--- src/rtl/stopwatch_sequencer.sv ---
// Stopwatch control front end: turns start/stop and lap/clear button edges into
// stopwatch command pulses and buffers lap times in a show-ahead FIFO.
module stopwatch_sequencer #(
    parameter int DATA_WIDTH = 16,
    parameter int LAP_DEPTH  = 4
) (
    input  logic                          clk,
    input  logic                          resetn,
    input  logic                          btn_ss,
    input  logic                          btn_lr,
    input  logic [DATA_WIDTH-1:0]         count,
    output logic                          sw_start,
    output logic                          sw_stop,
    output logic                          sw_reset,
    output logic                          running,
    output logic [DATA_WIDTH-1:0]         lap_data,
    output logic                          lap_valid,
    input  logic                          lap_ready,
    output logic [$clog2(LAP_DEPTH):0]    lap_level,
    output logic                          lap_overflow
);

    localparam int AW = $clog2(LAP_DEPTH);
    localparam int LW = AW + 1;

    typedef enum logic [1:0] {IDLE, RUN, PAUSE} state_t;

    state_t state_reg, state_next;
    logic   ss_q_reg, lr_q_reg;
    logic   ss_e, lr_e;
    logic   start_reg, stop_reg, reset_reg;
    logic   start_next, stop_next, reset_next;
    logic   push, flush;

    assign ss_e = btn_ss & ~ss_q_reg;
    assign lr_e = btn_lr & ~lr_q_reg;

    // State, edge-detect history and registered command pulses
    always_ff @(posedge clk or negedge resetn) begin
        if (!resetn) begin
            state_reg <= IDLE;
            ss_q_reg  <= 1'b0;
            lr_q_reg  <= 1'b0;
            start_reg <= 1'b0;
            stop_reg  <= 1'b0;
            reset_reg <= 1'b1;
        end else begin
            state_reg <= state_next;
            ss_q_reg  <= btn_ss;
            lr_q_reg  <= btn_lr;
            start_reg <= start_next;
            stop_reg  <= stop_next;
            reset_reg <= reset_next;
        end
    end

    always_comb begin
        state_next = state_reg;
        case (state_reg)
            IDLE:    if (ss_e) state_next = RUN;
            RUN:     if (ss_e) state_next = PAUSE;
            PAUSE: begin
                if (lr_e)      state_next = IDLE;
                else if (ss_e) state_next = RUN;
            end
            default: state_next = IDLE;
        endcase
    end

    // Clear beats start when both buttons rise together in PAUSE
    always_comb begin
        start_next = 1'b0;
        stop_next  = 1'b0;
        reset_next = 1'b0;
        push       = 1'b0;
        flush      = 1'b0;
        case (state_reg)
            IDLE:  start_next = ss_e;
            RUN: begin
                stop_next = ss_e;
                push      = lr_e;
            end
            PAUSE: begin
                reset_next = lr_e;
                flush      = lr_e;
                start_next = ss_e & ~lr_e;
            end
            default: ;
        endcase
    end

    assign sw_start = start_reg;
    assign sw_stop  = stop_reg;
    assign sw_reset = reset_reg;
    assign running  = (state_reg == RUN);

    logic [DATA_WIDTH-1:0] mem [LAP_DEPTH];
    logic [AW-1:0]         wr_ptr_reg, rd_ptr_reg;
    logic [LW-1:0]         level_reg;
    logic                  ovf_reg;
    logic                  full, pop, push_ok, drop;

    assign full    = (level_reg == LW'(LAP_DEPTH));
    assign pop     = (level_reg != '0) & lap_ready;
    // A pop frees the slot in the same cycle, so a full buffer still accepts
    assign push_ok = push & (~full | pop);
    assign drop    = push & full & ~pop;

    always_ff @(posedge clk or negedge resetn) begin
        if (!resetn) begin
            wr_ptr_reg <= '0;
            rd_ptr_reg <= '0;
            level_reg  <= '0;
            ovf_reg    <= 1'b0;
        end else if (flush) begin
            wr_ptr_reg <= '0;
            rd_ptr_reg <= '0;
            level_reg  <= '0;
            ovf_reg    <= 1'b0;
        end else begin
            if (push_ok) wr_ptr_reg <= wr_ptr_reg + AW'(1);
            if (pop)     rd_ptr_reg <= rd_ptr_reg + AW'(1);
            if (push_ok && !pop)      level_reg <= level_reg + LW'(1);
            else if (!push_ok && pop) level_reg <= level_reg - LW'(1);
            if (drop) ovf_reg <= 1'b1;
        end
    end

    // Lap storage carries no reset so it maps onto plain RAM
    always_ff @(posedge clk) begin
        if (push_ok && !flush) mem[wr_ptr_reg] <= count;
    end

    assign lap_data     = mem[rd_ptr_reg];
    assign lap_valid    = (level_reg != '0);
    assign lap_level    = level_reg;
    assign lap_overflow = ovf_reg;

endmodule

--- config.mk ---
export PLATFORM = sky130hd
export DESIGN_NAME = stopwatch_sequencer
export DESIGN_NICKNAME = d
export VERILOG_FILES = /design/src/rtl/stopwatch_sequencer.sv
export SDC_FILE = /design/constraint.sdc
export NUM_CORES = 1
export LEC_CHECK = 0
export BUFFER_PORTS_ARGS = -buffer_cell sky130_fd_sc_hd__buf_2
export CORE_MARGIN = 1
export CORE_UTILIZATION = 38
export DETAILED_ROUTE_END_ITERATION = 6
export SETUP_SLACK_MARGIN = 0.4
export SYNTH_ARGS = -nofsm -noshare
export SYNTH_HDL_FRONTEND = slang
export SYNTH_SLANG_ARGS = --single-unit
--- constraint.sdc ---
create_clock -name clk -period 5.07 [get_ports clk]
set_input_delay 1.521 -clock clk [delete_from_list [all_inputs] [get_ports clk]]
set_output_delay 1.521 -clock clk [all_outputs]
set_load 0.01 [all_outputs]
# Yosys cells after proc, flatten, opt, wreduce, memory -nomap -nowiden

Memory sizes are Yosys's and may differ from the RTL's.
Index checks and enable logic that the tools add are counted.

Bits of input ports: 21
Flip-flop bits (word level): 15
Memories: 1
Bits in writable memories: 64
Output and inout port bits: 25

Memory list:

| name | depth | width | rd ports | clocked after Yosys merged registers in | wr ports | line | RTL |
|---|---|---|---|---|---|---|---|
| mem  | 4     | 16    | 1        | 0                                       | 1        | 97   | `logic [DATA_WIDTH-1:0] mem [LAP_DEPTH];` |

Reduce and logical (&&, ||, !) cells: 12
Eq/ne operators: 4
Muxes and demuxes: 19
$add $sub $neg: 4
Bitwise gates (word level): 13

Operator list:

| kind                                                                  | count |
|---|---|
| 2-bit two-way mux                                                     | 7 |
| 3-bit two-way mux                                                     | 3 |
| 1-bit AND                                                             | 7 |
| 1-bit two-way mux                                                     | 7 |
| 2-bit case mux with 3 select lines                                    | 1 |
| 2-bit nonzero test                                                    | 3 |
| 3-bit nonzero test                                                    | 2 |
| 1-bit NOT                                                             | 5 |
| 2-bit by 1-bit adder with 2-bit output, second input constant         | 2 |
| 3-bit by 1-bit adder with 3-bit output, second input constant         | 1 |
| 3-bit equality test, second input constant                            | 1 |
| 1-bit logical AND                                                     | 3 |
| 1-bit zero test                                                       | 3 |
| 3-bit by 1-bit subtractor with 3-bit output, second input constant    | 1 |
| 2-bit by 1-bit equality test with 1-bit output, second input constant | 1 |
| 2-bit equality test, second input constant                            | 1 |
| 2-bit zero test                                                       | 1 |
| 2-bit by 1-bit != test with 1-bit output, second input constant       | 1 |
| 1-bit case mux with 2 select lines                                    | 1 |
| 1-bit bitwise OR                                                      | 1 |

# Longest topological paths before layout

Gate-level depths: netlist of the first run.

Depth after elaboration: 9
Gate-level depth with buffers: 7

# Worst setup path after synthesis of the first run

Ideal clock, no wire load.

Kind: input port to flip-flop
Start point: input btn_lr
End point: register level_reg[2], in the netlist lap_level[2]
Slack: 2.005 ns
Required time: 4.934 ns
Arrival: 2.929 ns
Library setup time: 0.136 ns
Path buffers: 1
Stages on the path: 7
Cells stage by stage: nand4bb_1 > clkbuf_1 > nor3_2 > fa_1 > or3_1 > a31oi_1 > a21oi_1

Longest elaborated chain between the ends: 6
Elaborated cells between the ends (all ways): 10

Ends and longest elaborated chain:

| what                                                           | line     | RTL |
|---|---|---|
| start, declared                                                | 10       | `input logic btn_lr,` |
| 1-bit AND *                                                    | 36       | `assign lr_e = btn_lr & ~lr_q_reg;` |
| 1-bit two-way mux                                              | 77       | `case (state_reg)` |
| 1-bit AND                                                      | 106      | `assign push_ok = push & (~full \| pop);` |
| 1-bit logical AND / 1-bit zero test (equally long branches)    | 123, 124 |  |
| 3-bit two-way mux / 1-bit logical AND (equally long branches)  | 123, 124 |  |
| 3-bit two-way mux / 3-bit nonzero test (equally long branches) | n/a      |  |
| end signal, assigned                                           | 123      | `if (push_ok && !pop) level_reg <= level_reg + LW'(1);` |
| end signal, assigned                                           | 124      | `else if (!push_ok && pop) level_reg <= level_reg - LW'(1);` |
| end, declared                                                  | 99       | `logic [LW-1:0] level_reg;` |

Every way passes the cells marked *; elsewhere a longest branch is shown, timed or not.
A chain may end at the register's enable or synchronous reset.

# Worst setup path after layout of the first run

Start point: register rd_ptr_reg[0]
End point: output lap_data[5]

Longest elaborated chain between the ends: 1

Ends and longest elaborated chain:

| what                   | line | RTL |
|---|---|---|
| start, declared        | 98   | `logic [AW-1:0] wr_ptr_reg, rd_ptr_reg;` |
| start signal, assigned | 122  | `if (pop) rd_ptr_reg <= rd_ptr_reg + AW'(1);` |
| memory 4 x 16 bit      | n/a  |  |
| end, declared          | 16   | `output logic [DATA_WIDTH-1:0] lap_data,` |

Every way passes these cells.

==> qor.txt, run 1 <==
VDD IR max - 222 uV
Core ar. - 7810 um^2
WL final - 5.22 mm
CP Class - reg2out
DP Wirelength - 3.44 mm
Clk slew on worst S/H paths - 70 ps
Flops & latches, synth - 79
Fin crit period - 3670 ps
Max-slew violation count - 0
First drt pass iteration count - 4
CTS buffer count - 9
Status - complete, no violations
Critical path launch point type - register
Required time worst endpoint - 3550 ps
Metal3 WL - 248 um
YS warnings - 0
Leak pwr - 0.00132 uW
Number of flip-flops in the largest register - 64
Post-route cell area - 3620 um^2
Post-synth top cells - edfxtp_1, mux4_2, dfrtp_1, nor2_1
RSZ-0062 raised after global routing - no
H-tree depth - 3
DR WL met2 - 2.63 mm
R2r endpoint - mem[2][12]
Placement Setup Slack - 1570 ps
Hold depth - 2
Clock Skew - 5.95 ps
Rows - 32
Critical path capture point type - primary output
Post-DP Area - 3410 um^2
Post-CTS sizing - 0
Largest reg by FF count - mem
Hold_buf cts - 0
WP data arrival - 2150 ps
Mean Syn Cell Area - 19.7 um^2
Max FO, Critical Path - 12
Synthesized area - 3090 um^2
I/O pin count - 46
Number of global-route vias before repair - 1615
Mapped Cells - 157
Setup violators final - 0
CTS Sinks - 79
Hold slack - 505 ps
Die height - 92.1 um
Least-Margin Pin Slew - 867 ps
Highest routed layer - met4
FF-to-FF setup slack - 2750 ps
Skew-Pair Late Insertion Delay - 340 ps
CTS Buffer Depth - 2
Worst hold path endpoint - lap_overflow
Slew Limit Headroom - 42.2%
Asr flop ratio synth - 19.0%
Port Buffers - 45
WL/cell - 16.6 um
Die area - 8490 um^2
Number of synthesized flops with an enable pin - 64
Multi-input logic area - 732 um^2
WL met1 - 2.26 mm
Chip width - 92.1 um
Hold_sp - lap_overflow
Post-synth net total - 183
Antenna violations before repair - 0
Final hold violations - 0
Yosys top cell by area - edfxtp_1
Total GRT Usage - 13.8%
Initial drt markers - 50
Top-count cell post-synth - edfxtp_1
Max Cap Violations - 0
Pwr Density - 497 nW/um^2
Post-detailed-route via-to-cell ratio - 4.94
Post-CTS Setup Bufs - 0
Nets - 233
Hold Crit Class - reg2reg
Final GP Congestion - 0.663
Area delta synth->final - 17.3%
Post-route ant nets - 0
Slowest cell on crit path - dfrtp_1
Clock Root Buffer - clkbuf_8
FF-to-FF path depth - 3
Worst path cell trace - buf_4 -> mux4_2 -> buf_2
Final TNS setup - 0 ps
Largest net degree at the start of global routing - 18
Count of cell types in the netlist - 37
Synth area leaders - edfxtp_1, mux4_2, dfrtp_1, ha_1, and2_1
Synth top area share - 62.3%
Fill count - 693
Global-route wire length before repair - 8.54 mm
FMAX - 272 MHz
Reg area - 2300 um^2
Post-route setup slack - 1400 ps
Share of cells above drive strength 1 - 37.3%
Gr ovfl total - 0
Crit-path max cell delay - 810 ps
Initial Util - 39.5%
CTS tree - built
Residual DRC - 0
Primary FF master, synth - edfxtp_1
Vias - 1550
Sequential area share after synthesis - 74.5%
Reg2reg start - state_reg[1]
Fin crit share - 72.5%
Total power - 1800 uW
ANT cells - 0
## logic make-up (layout without fill, tap and decap cells)
group                    Yosys count  count (layout)  share of synthesized area (%)
AO/OA/AOI/OAI                     13              13                           2.88
XOR/XNOR                           3               3                          0.851
adder cells (fa/ha/maj)            5               5                           2.27
buffers and inverters             12              67                           1.82
flip-flops                        79              79                           74.5
multiplexers                      16              16                           11.7
AND/OR/NAND/NOR                   29              29                           6.04
## per-layer routing
layer	up-vias	track usage, %
li1	718	-
met1	784	17.4
met2	40	22.3
met3	8	4.15
met4	0	5.86
met5	-	0
## cell type report
| cell class | count | area share (%) |
|---|---|---|
| Sequential cell | 79 | 63.5 |
| Multi-Input combinational cell | 66 | 20.2 |
| Inverter | 5 | 0.518 |
| Clock inverter | 7 | 2.42 |
| Clock buffer | 9 | 3.42 |
| Timing Repair Buffer | 46 | 6.43 |
| Tap cell | 102 | 3.52 |
## report_power, final
part | total, uW | switching, uW | internal, uW
Combinational | 444 | 200 | 244
Clock | 490 | 218 | 273
Sequential | 864 | 102 | 762
## placed cells by master, fill, tap and decap left out, types with 2 or more instances in the layout
master,n
a31oi_1,2
dfrtp_1,14
or3_1,2
edfxtp_1,64
nor3_1,2
xnor2_1,2
nand2_1,2
ha_1,4
nand2b_1,2
mux4_2,16
bufinv_16,2
a21o_1,2
inv_1,5
nor2_1,7
and2_1,5
clkinvlp_4,2
buf_2,45
clkinv_1,2
clkbuf_8,9
a21oi_1,2
## stage by stage
stage,std cells,utilization (%)
final,314,46.4
after CTS,314,46.4
after detailed placement,298,43.7
after floorplan,157,-
after global routing,314,46.4
after global placement,298,43.7
## worst max-delay path, delay by kind of cell (launching register included)
kind                   cells  cell delay (ps)
DFF                        1              810
muxes                      1              530
buffers and inverters      2              480
## how the worst max path moves through the flow
stage,from,endpoint,cells past startpoint,slack [ps]
finish,rd_ptr_reg[0],lap_data[5],3,1400
global route,rd_ptr_reg[0],lap_data[5],3,1230
CTS,rd_ptr_reg[0],lap_data[5],3,1300
detailed placement,btn_lr,mem[2][9],4,1570
global placement,btn_lr,mem[2][9],4,1660
floorplan,btn_lr,lap_level[2],7,2010
Note: power is estimated with default switching activity, not from simulation.
==> run 2: changes to the inputs <==
Clock period 5.07 ns to 3.15 ns, I/O delays scaled along.
==> qor.txt, run 2 (synthesis gave the netlist of run 1 again) <==
Required time worst endpoint - 2200 ps
Final hold violations - 0
Crit-path max cell delay - 540 ps
Clk slew on worst S/H paths - 80 ps
Reg2reg start - lap_level[0]
Max FO, Critical Path - 16
Clock Skew - 6.60 ps
Max-slew violation count - 0
DP Wirelength - 3.60 mm
WP data arrival - 1690 ps
CTS buffer count - 9
CP bufs+invs - 2
R2r endpoint - lap_level[2]
VDD IR max - 355 uV
WL/cell - 16.6 um
Worst path cell trace - buf_12 -> mux4_2 -> buf_2
Slowest cell on crit path - mux4_2
Nets - 238
CP Class - reg2out
Levels on crit path - 3
Top Family by Delay on Critical Path - multiplexers
Final GP Congestion - 0.688
Total GRT Usage - 14.1%
Least-Margin Pin Slew - 371 ps
Pwr Density - 763 nW/um^2
Vias - 1585
Area delta synth->final - 19.3%
Status - complete, no violations
Post-CTS Setup Bufs - 0
ANT cells - 0
CTS Sinks - 79
Total power - 2810 uW
Rows - 32
Die area - 8490 um^2
Post-layout util - 47.2%
Critical path capture point type - primary output
Number of flip-flops in the largest register - 64
Crit path to - lap_data[12]
Chip width - 92.1 um
H-tree depth - 3
Post-detailed-route via-to-cell ratio - 4.97
CTS Buffer Depth - 2
Commonest non-fill, non-tap cell in the layout - edfxtp_1
Setup crit start - rd_ptr_reg[0]
Fill count - 697
Reg area - 2300 um^2
WL final - 5.30 mm
FMAX - 379 MHz
Hold Crit Class - in2async
Largest net degree at the start of global routing - 17
FF-to-FF setup slack - 910 ps
Residual DRC - 0
Max Cap Violations - 0
Port Buffers - 45
Largest reg by FF count - mem
FF-to-FF path depth - 6
First drt pass iteration count - 4
Critical path launch point type - register
Post-route ant nets - 0
Global-route wire length before repair - 8.60 mm
Clock Root Buffer - clkbuf_8
Fin crit share - 83.8%
Die height - 92.1 um
Slew Limit Headroom - 75.3%
Number of global-route vias before repair - 1667
CTS tree - built
Fin crit period - 2640 ps
Antenna violations before repair - 0
Setup violators final - 0
Multi-input logic area - 732 um^2
Share of cells above drive strength 1 - 39.6%
I/O pin count - 46
Core ar. - 7810 um^2
Skew-Pair Late Insertion Delay - 350 ps
Hold slack - 496 ps
Leak pwr - 0.00134 uW
RSZ-0062 raised after global routing - no
Initial drt markers - 100
Initial Util - 39.5%
Commonest non-fill, non-tap cells in the layout - edfxtp_1, buf_2, mux4_2
Gr ovfl total - 0
Final TNS setup - 0 ps
-- run 2: changes by cell type in the layout (fill, tap and decap cells not counted), sizes merged --
| cell | before | now |
|---|---|---|
| buf | 46 | 51 |
| clkbuf | 9 | 10 |
| clkinvlp | 2 | 1 |
| inv | 5 | 7 |
| bufinv | 2 | 0 |
-- run 2: routing by layer --
metal  share of wire (%)  global-route usage [%]
met1                  41                    16.1
met4                 1.1                    4.69
met3                 5.4                    5.72
met5                   0                       0
met2                  53                    24.0
-- run 2: worst min-delay path by stage --
stage                       from            to  cells past startpoint
global route              resetn  state_reg[1]                      1
CTS                       resetn  state_reg[1]                      1
detailed placement  lap_overflow  lap_overflow                      2
finish                    resetn  state_reg[1]                      1
floorplan           state_reg[0]      sw_start                      1
global placement    lap_overflow  lap_overflow                      2
-- run 2: timing repair --
item                       in CTS  in global routing
gates cloned                    0                  0
resized for setup               1                  3
setup endpoints to repair      16                 15
hold buffers                    0                  0
-- run 2: where the power goes --
group,total (uW),switching (uW),internal [uW]
clock,653,363,290
combinational,818,389,429
sequential,1340,110,1230
-- run 2: area by class of cell --
type	instances	share of cell area [%]
Clock buffer	10	3.47
Multi-Input combinational cell	66	19.9
Timing Repair Buffer	51	9.04
Inverter	5	0.510
Clock inverter	6	1.19
Sequential cell	79	62.5
Tap cell	102	3.47
-- run 2: through the flow --
step	area, um^2	std cells	setup WS (ps)
after floorplan	3090	157	661
after global placement	3500	303	445
after detailed placement	3500	303	412
after CTS	3670	319	406
after global routing	3680	319	402
final	3680	319	510
